$ cat config.mk
export PLATFORM = sky130hd
export DESIGN_NAME = rc4_phase_sequencer
export DESIGN_NICKNAME = d
export VERILOG_FILES = /design/src/rtl/rc4_phase_sequencer.sv
export SDC_FILE = /design/constraint.sdc
export NUM_CORES = 1
export LEC_CHECK = 0
export BUFFER_PORTS_ARGS = -buffer_cell sky130_fd_sc_hd__buf_2
export CORE_MARGIN = 4
export CORE_UTILIZATION = 37
export DETAILED_ROUTE_END_ITERATION = 10
export PLACE_DENSITY = 0.76
export SYNTH_ARGS = -nofsm -noshare
export SYNTH_HDL_FRONTEND = slang
export SYNTH_SLANG_ARGS = --single-unit
$ cat constraint.sdc
create_clock -name CLOCK_50 -period 1.7 [get_ports CLOCK_50]
set_clock_uncertainty 0.05 [all_clocks]
set_input_delay 0.34 -clock CLOCK_50 [delete_from_list [all_inputs] [get_ports CLOCK_50]]
set_output_delay 0.34 -clock CLOCK_50 [all_outputs]
set_load 0.1 [all_outputs]
$ cat src/rtl/rc4_phase_sequencer.sv
// rc4_phase_sequencer: top-level sequencer running the RC4 INIT -> SHUFFLE -> DECRYPT sub-FSMs
// and muxing their S-memory requests onto one port. Optional DECRYPT phase: `define DECRYPT_PHASE_EN.
`timescale 1ns/1ps
`default_nettype none
// +--------------------------------------------------------------------------+
// | Module : rc4_phase_sequencer                                             |
// | Brief  : phase sequencer with per-phase timeout and shared S-memory mux  |
// | Rev    : 1.0                                                             |
// +--------------------------------------------------------------------------+
module rc4_phase_sequencer #(
  parameter int TIMEOUT_CYCLES = 1024
) (
  input  logic       CLOCK_50,
  input  logic       reset_n,
  input  logic       start,
  input  logic       key_changed,
  output logic       init_start,
  output logic       shuf_start,
  output logic       dec_start,
  input  logic       init_done,
  input  logic       shuf_done,
  input  logic       dec_done,
  input  logic [7:0] init_addr,
  input  logic [7:0] shuf_addr,
  input  logic [7:0] dec_addr,
  input  logic [7:0] init_data,
  input  logic [7:0] shuf_data,
  input  logic [7:0] dec_data,
  input  logic       init_wren,
  input  logic       shuf_wren,
  input  logic       dec_wren,
  output logic [7:0] s_addr,
  output logic [7:0] s_data,
  output logic       s_wren,
  output logic       sub_reset,
  output logic       busy,
  output logic       done,
  output logic       error,
  output logic [2:0] phase
);

  localparam int            TW     = $clog2(TIMEOUT_CYCLES + 1);
  localparam logic [TW-1:0] TLIMIT = TW'(TIMEOUT_CYCLES - 1);

  localparam logic [2:0] ST_IDLE  = 3'd0;
  localparam logic [2:0] ST_INIT  = 3'd1;
  localparam logic [2:0] ST_SHUF  = 3'd2;
  localparam logic [2:0] ST_DEC   = 3'd3;
  localparam logic [2:0] ST_DONE  = 3'd4;
  localparam logic [2:0] ST_ERROR = 3'd5;
  localparam logic [2:0] ST_ABORT = 3'd6;

  logic [2:0]    state_q, state_d;
  logic [TW-1:0] timer_q, timer_d;
  logic          active_q;
  logic          timeout_q;

  assign active_q  = (state_q == ST_INIT) || (state_q == ST_SHUF) || (state_q == ST_DEC);
  assign timeout_q = (timer_q >= TLIMIT);

  always_ff @(posedge CLOCK_50 or negedge reset_n) begin
    if (!reset_n) begin
      state_q <= ST_IDLE;
      timer_q <= '0;
    end else begin
      state_q <= state_d;
      timer_q <= timer_d;
    end
  end

  // Abort outranks everything outside IDLE; a phase's own done outranks its timeout.
  always_comb begin
    state_d = state_q;
    if (key_changed && (state_q != ST_IDLE) && (state_q != ST_ABORT)) begin
      state_d = ST_ABORT;
    end else begin
      case (state_q)
        ST_IDLE, ST_DONE, ST_ERROR: if (start) state_d = ST_INIT;
        ST_INIT: begin
          if (init_done)      state_d = ST_SHUF;
          else if (timeout_q) state_d = ST_ERROR;
        end
        ST_SHUF: begin
`ifdef DECRYPT_PHASE_EN
          if (shuf_done)      state_d = ST_DEC;
`else
          if (shuf_done)      state_d = ST_DONE;
`endif
          else if (timeout_q) state_d = ST_ERROR;
        end
`ifdef DECRYPT_PHASE_EN
        ST_DEC: begin
          if (dec_done)       state_d = ST_DONE;
          else if (timeout_q) state_d = ST_ERROR;
        end
`endif
        ST_ABORT: state_d = ST_INIT;
        default:  state_d = ST_IDLE;
      endcase
    end
  end

  // Timer restarts at every phase entry and saturates instead of wrapping.
  always_comb begin
    timer_d = '0;
    if (active_q && (state_d == state_q)) begin
      timer_d = (&timer_q) ? timer_q : timer_q + TW'(1);
    end
  end

  always_comb begin
    phase      = state_q;
    busy       = active_q || (state_q == ST_ABORT);
    done       = (state_q == ST_DONE);
    error      = (state_q == ST_ERROR);
    sub_reset  = (state_q == ST_ABORT);
    init_start = (state_q == ST_INIT) && (timer_q == '0);
    shuf_start = (state_q == ST_SHUF) && (timer_q == '0);
`ifdef DECRYPT_PHASE_EN
    dec_start  = (state_q == ST_DEC)  && (timer_q == '0);
`else
    dec_start  = 1'b0;
`endif
    s_addr = 8'h00;
    s_data = 8'h00;
    s_wren = 1'b0;
    case (state_q)
      ST_INIT: begin
        s_addr = init_addr;
        s_data = init_data;
        s_wren = init_wren;
      end
      ST_SHUF: begin
        s_addr = shuf_addr;
        s_data = shuf_data;
        s_wren = shuf_wren;
      end
`ifdef DECRYPT_PHASE_EN
      ST_DEC: begin
        s_addr = dec_addr;
        s_data = dec_data;
        s_wren = dec_wren;
      end
`endif
      default: ;
    endcase
  end

`ifndef DECRYPT_PHASE_EN
  logic w_unused_dec;
  assign w_unused_dec = ^{dec_done, dec_addr, dec_data, dec_wren};
`endif

endmodule
`default_nettype wire
==> results.toml, run 1 <==
[place]
port_buffers = 65
dpl_cell_area_mm2 = 0.00242
dp.final_hpwl_um = 3530
gp_congestion = 0.861

[timing]
period_needed_ns = 2.13
setup_viol = 35
slew_violations = 0
rsz0062_at_grt = "true"
hold_viol_final = 0
fin_ws_ns = -0.434
max_freq_mhz = 469
whs_ns = 0.369
finalCritPeriodShare = 1.26

[synthesis]
ys_top_cells_by_area = "dfrtp_1 29%, a22o_1 12%, nor2_1 5.6%, a21oi_1 4.6%, nand2_1 3.1%"
synth-seq-cells = 14
syn-cell-area_mm2 = 0.00120
async_reset_ff_frac = 1.00
synth_cell_types = 45
synthCells = 139
synth_ff_type = "dfrtp_1"
ys_seq_area_frac = 0.292
syn_area_per_cell_um2 = 8.62
synth.largest_area_cell = "dfrtp_1"
synthDominantCellAreaShare = 0.292
synth_edf_count = 0
yosys_warnings = 0

[setup_path]
worstPathArrival_ns = 1.74
crit_fanout = 2
critical_path_class = "flop to output port"
slowest_stage = "dfrtp_1"
start_kind = "flop"
r2r_cells = 6
endpoint_kind = "output port"
crit_required_ns = 1.31
cpPeakStageDelay_ns = 0.43
path_cells = "nor4_2, nand4b_1, buf_4, nor2_4, buf_12"

[cts]
cts_buffer_depth = 2
cts_tree = "done"
clk_pin_slew_ns = 0.09
clk_latency_ns = 0.28
cts_buffers = 3
clockRootBuffer = "clkbuf_4"
numClockSinks = 14
htree_levels = 1

[floorplanning]
chipHeight_um = 64.9
initial_core_util = 0.389
coreArea_mm2 = 0.00308
rows = 20
die-area_mm2 = 0.00421
num_io_pins = 85
die_w_um = 64.9

[final_layout]
layout_common_cells = "39 x buf_2, 35 x buf_4, 28 x buf_12, 17 x a22o_4, 15 x nor2_1"
synthToLayoutAreaGrowth_pct = 125
design_area_mm2 = 0.00270
final_common_cell = "buf_2"
fill_cells = 139
antenna_cells = 0
fin_nets = 308
layout-drive-gt1-share = 0.676

[min_path]
hold_path_depth = 3
hp-class = "input port to flop"

[global_routing]
antenna_found_initial = 0
gr-usage-all-layers = 0.234
grt_pass1_vias = 1601
grt_pass1_wl_um = 7650
grt_max_degree = 18
gr-total-overflow = 0

[drt]
drc = 0
vias = 1607
vias_per_cell = 5.52
wl_per_cell_um = 17.7
routed_wl_um = 5150
ant_nets = 0
dr.first_iter.drc_count = 68
drt-pass1-iter-count = 4

[power_and_ir_drop]
leakagePower_nw = 1.26
max-vdd-ir-drop_mv = 1.43
power.density_mw_per_mm2 = 2090

[run]
maxCapViolCount = 0

[outcome]
violations = "negative setup slack"
status = "finished, violations left"
==> worst max-delay path, delay by kind of cell (launching register included) <==
family        cells  cell delay, ns
buf+inv           2            0.39
flops             1            0.43
simple gates      3            0.64
==> path summary, 6_finish.rpt <==
kind	from	end	slack (ns)
min reg2reg	timer_q[6]	timer_q[6]	0.63
max reg2reg	phase[2]	timer_q[6]	-0.23
min in group asynchronous	reset_n	timer_q[8]	0.43
min	start	phase[2]	0.37
max	timer_q[3]	init_start	-0.43
max in group asynchronous	reset_n	phase[0]	0.91
==> layout make-up <==
class                      instances  area [um2]  area share
multi-input combinational        112        1090       0.404
clock buffer                       4        36.3      0.0135
inverter                           5        22.5     0.00836
timing repair buffer             112        1130       0.419
sequential                        14         362       0.134
tap                               44        55.1      0.0204
==> metal layers <==
metal / global-route usage / vias up / share of wire
met1: 0.259 / 760 / 0.38
met3: 0.0433 / 18 / 0.092
li1: - / 735 / -
met2: 0.446 / 94 / 0.51
met4: 0.0660 / 0 / 0.024
met5: 0 / - / 0
==> flip-flops by register name (all words and copies together), names as in the netlist <==
signal,flops
phase,3
timer_q,11
==> synthesized netlist by cell type, types with 3 or more instances <==
library cell and n:
nor2_1 18, and3_1 3, nand2_1 10, inv_1 4, a21oi_1 11, buf_2 3, a22o_1 17, clkbuf_1 3
nand3_1 4, xnor2_1 4, o21ai_0 3, nor3_1 3, dfrtp_1 14
==> cell families (layout without fill, tap and decap cells) <==
family / count (synthesis) / in the layout / share of synthesized area
simple gates: 58 / 58 / 0.298
compound gates: 41 / 42 / 0.260
buf+inv: 15 / 121 / 0.0657
flops: 14 / 14 / 0.292
xor+xnor: 6 / 6 / 0.0438
fa+ha+maj: 2 / 2 / 0.0209
mux: 2 / 2 / 0.0167
other cells: 1 / 2 / 0.00313
==> stage by stage <==
step	std cells	setup TNS, ns	total power [mW]	utilization	setup WS (ns)
final	291	-9.00	5.63	0.876	-0.434
after global routing	291	-11.22	5.82	0.876	-0.487
after CTS	288	-8.39	5.54	0.849	-0.341
after global placement	272	-0.968	4.95	0.786	-0.151
after floorplan	140	-10.84	3.51	-	-0.536
after detailed placement	272	-2.22	5.03	0.786	-0.244
==> where the power goes <==
group / switching [mW] / internal [mW]
Clock: 0.112 / 0.130
Sequential: 0.104 / 0.410
Combinational: 2.93 / 1.94
Total: 3.15 / 2.48
==> timing repair <==
action / in CTS / in global routing
pin swaps: 10 / 8
buffers inserted: 10 / 4
resized for setup: 15 / 13
cloned: 1 / 0
endpoints found under the setup margin: 34 / 35
hold buffers: 1 / 0
endpoints found under the hold margin: 14 / 0
(Power assumes the default switching activity.)
==> run 2: changes to the inputs <==
- RECOVER_POWER: unset -> 25
==> results.toml, run 2 (synthesized netlist as in run 1, its figures left out) <==
[final_layout]
fin_nets = 308
fill_cells = 140
antenna_cells = 0
final_common_cell = "buf_2"
top_register = "timer_q"
synthToLayoutAreaGrowth_pct = 125
layout-drive-gt1-share = 0.672
layout_common_cells = "38 x buf_2, 35 x buf_4, 28 x buf_12, 17 x a22o_4, 15 x nor2_1"
design_area_mm2 = 0.00269
final_cells = 291
largest_reg_flops = 11
utilization = 0.875

[drt]
drc = 0
vias = 1606
ant_nets = 0
dr.first_iter.drc_count = 68
routed_wl_um = 5150
drt-pass1-iter-count = 4
vias_per_cell = 5.52
wl_per_cell_um = 17.7

[timing]
finalCritPeriodShare = 1.26
period_needed_ns = 2.13
rsz0062_at_grt = "true"
worstMarginPinSlew_ns = 0.755
slew-limit-headroom = 0.497
max_freq_mhz = 469
hold_viol_final = 0
setup_viol = 35
slew_violations = 0
fin_ws_ns = -0.434
finalSetupTns_ns = -9.00

[power_and_ir_drop]
max-vdd-ir-drop_mv = 1.43
power.density_mw_per_mm2 = 2090
leakagePower_nw = 1.26

[place]
gp_congestion = 0.861
dpl_cell_area_mm2 = 0.00242
dp_slack_ns = -0.244
port_buffers = 65
dp_cells = 272
dp.final_hpwl_um = 3530

[global_routing]
grt_max_degree = 18
grt_pass1_vias = 1601
grt_pass1_wl_um = 7650
antenna_found_initial = 0
gr-total-overflow = 0
gr-usage-all-layers = 0.234

[setup_path]
r2r-end = "timer_q[6]"
start_kind = "flop"
r2r_cells = 6
endpoint_kind = "output port"
slowest_stage = "dfrtp_1"
crit_required_ns = 1.31
r2r-start = "phase[2]"
critical_path_class = "flop to output port"
crit_fanout = 2
cpPeakStageDelay_ns = 0.43
crit_end = "init_start"
reg2reg_slack_ns = -0.23
worstPathArrival_ns = 1.74
crit_path_start = "timer_q[3]"
path_cells = "nor4_2, nand4b_1, buf_4, nor2_4, buf_12"

[min_path]
hp-class = "input port to flop"

[cts]
cts_buffer_depth = 2
clockRootBuffer = "clkbuf_4"
numClockSinks = 14
clk_pin_slew_ns = 0.09
cts_tree = "done"
clk_latency_ns = 0.28
htree_levels = 1
cts_buffers = 3

[floorplanning]
die-area_mm2 = 0.00421
die_w_um = 64.9
num_io_pins = 85
rows = 20
chipHeight_um = 64.9
initial_core_util = 0.389
coreArea_mm2 = 0.00308

[run]
maxCapViolCount = 0

[outcome]
status = "finished, violations left"
violations = "negative setup slack"
## run 2: cell types whose count changed in the layout (fill, tap and decap cells not counted), sizes merged
cell    before  now
buf        111  110
clkbuf       4    5
## run 2: final cells by class
cell class                      count  area [um2]  share of cell area
Multi-Input combinational cell    112        1090               0.405
Inverter                            5        22.5             0.00836
Tap cell                           44        55.1              0.0204
Clock buffer                        4        36.3              0.0135
Timing Repair Buffer              112        1130               0.419
Sequential cell                    14         362               0.134
## run 2: per-stage QoR
stage          power [mW]  hold WS, ns
2_1_floorplan        3.51     -0.00559
3_3_place_gp         4.95        0.193
3_5_place_dp         5.03        0.193
4_1_cts              5.54        0.319
5_1_grt              5.82        0.357
6_report             5.63        0.369
## run 2: repair_timing
action | in CTS | in global routing
endpoints found under the setup margin | 34 | 35
endpoints found under the hold margin | 14 | 0
resized for setup | 15 | 13
hold buffers | 1 | 0
gates cloned | 1 | 0
pin swaps | 10 | 8
buffers inserted | 10 | 4
## run 2: report_power, final
group,internal [mW],switching [mW],leakage (nW)
registers,0.410,0.104,0.184
clock network,0.130,0.112,0.0210
logic,1.94,2.93,1.06
total,2.48,3.15,1.26
## run 2: worst max-delay path: cells and delay by family, from the launching register on
family        cells  cell delay, ns
simple gates      3            0.64
flops             1            0.43
buf+inv           2            0.39
## run 2: routing by layer
| layer | vias up | wire, um | GRT usage |
|---|---|---|---|
| li1 | 734 | - | - |
| met1 | 762 | 1950 | 0.259 |
| met2 | 92 | 2610 | 0.446 |
| met3 | 18 | 468 | 0.0433 |
| met4 | 0 | 123 | 0.0660 |
| met5 | - | 0 | 0 |
## run 2: worst min-delay path by stage
stage               startpoint          to  cells past startpoint
CTS                      start    phase[2]                      3
floorplan              reset_n  timer_q[0]                      0
detailed placement     reset_n  timer_q[2]                      1
global placement       reset_n  timer_q[6]                      1
global route             start    phase[2]                      3
finish                   start    phase[2]                      3
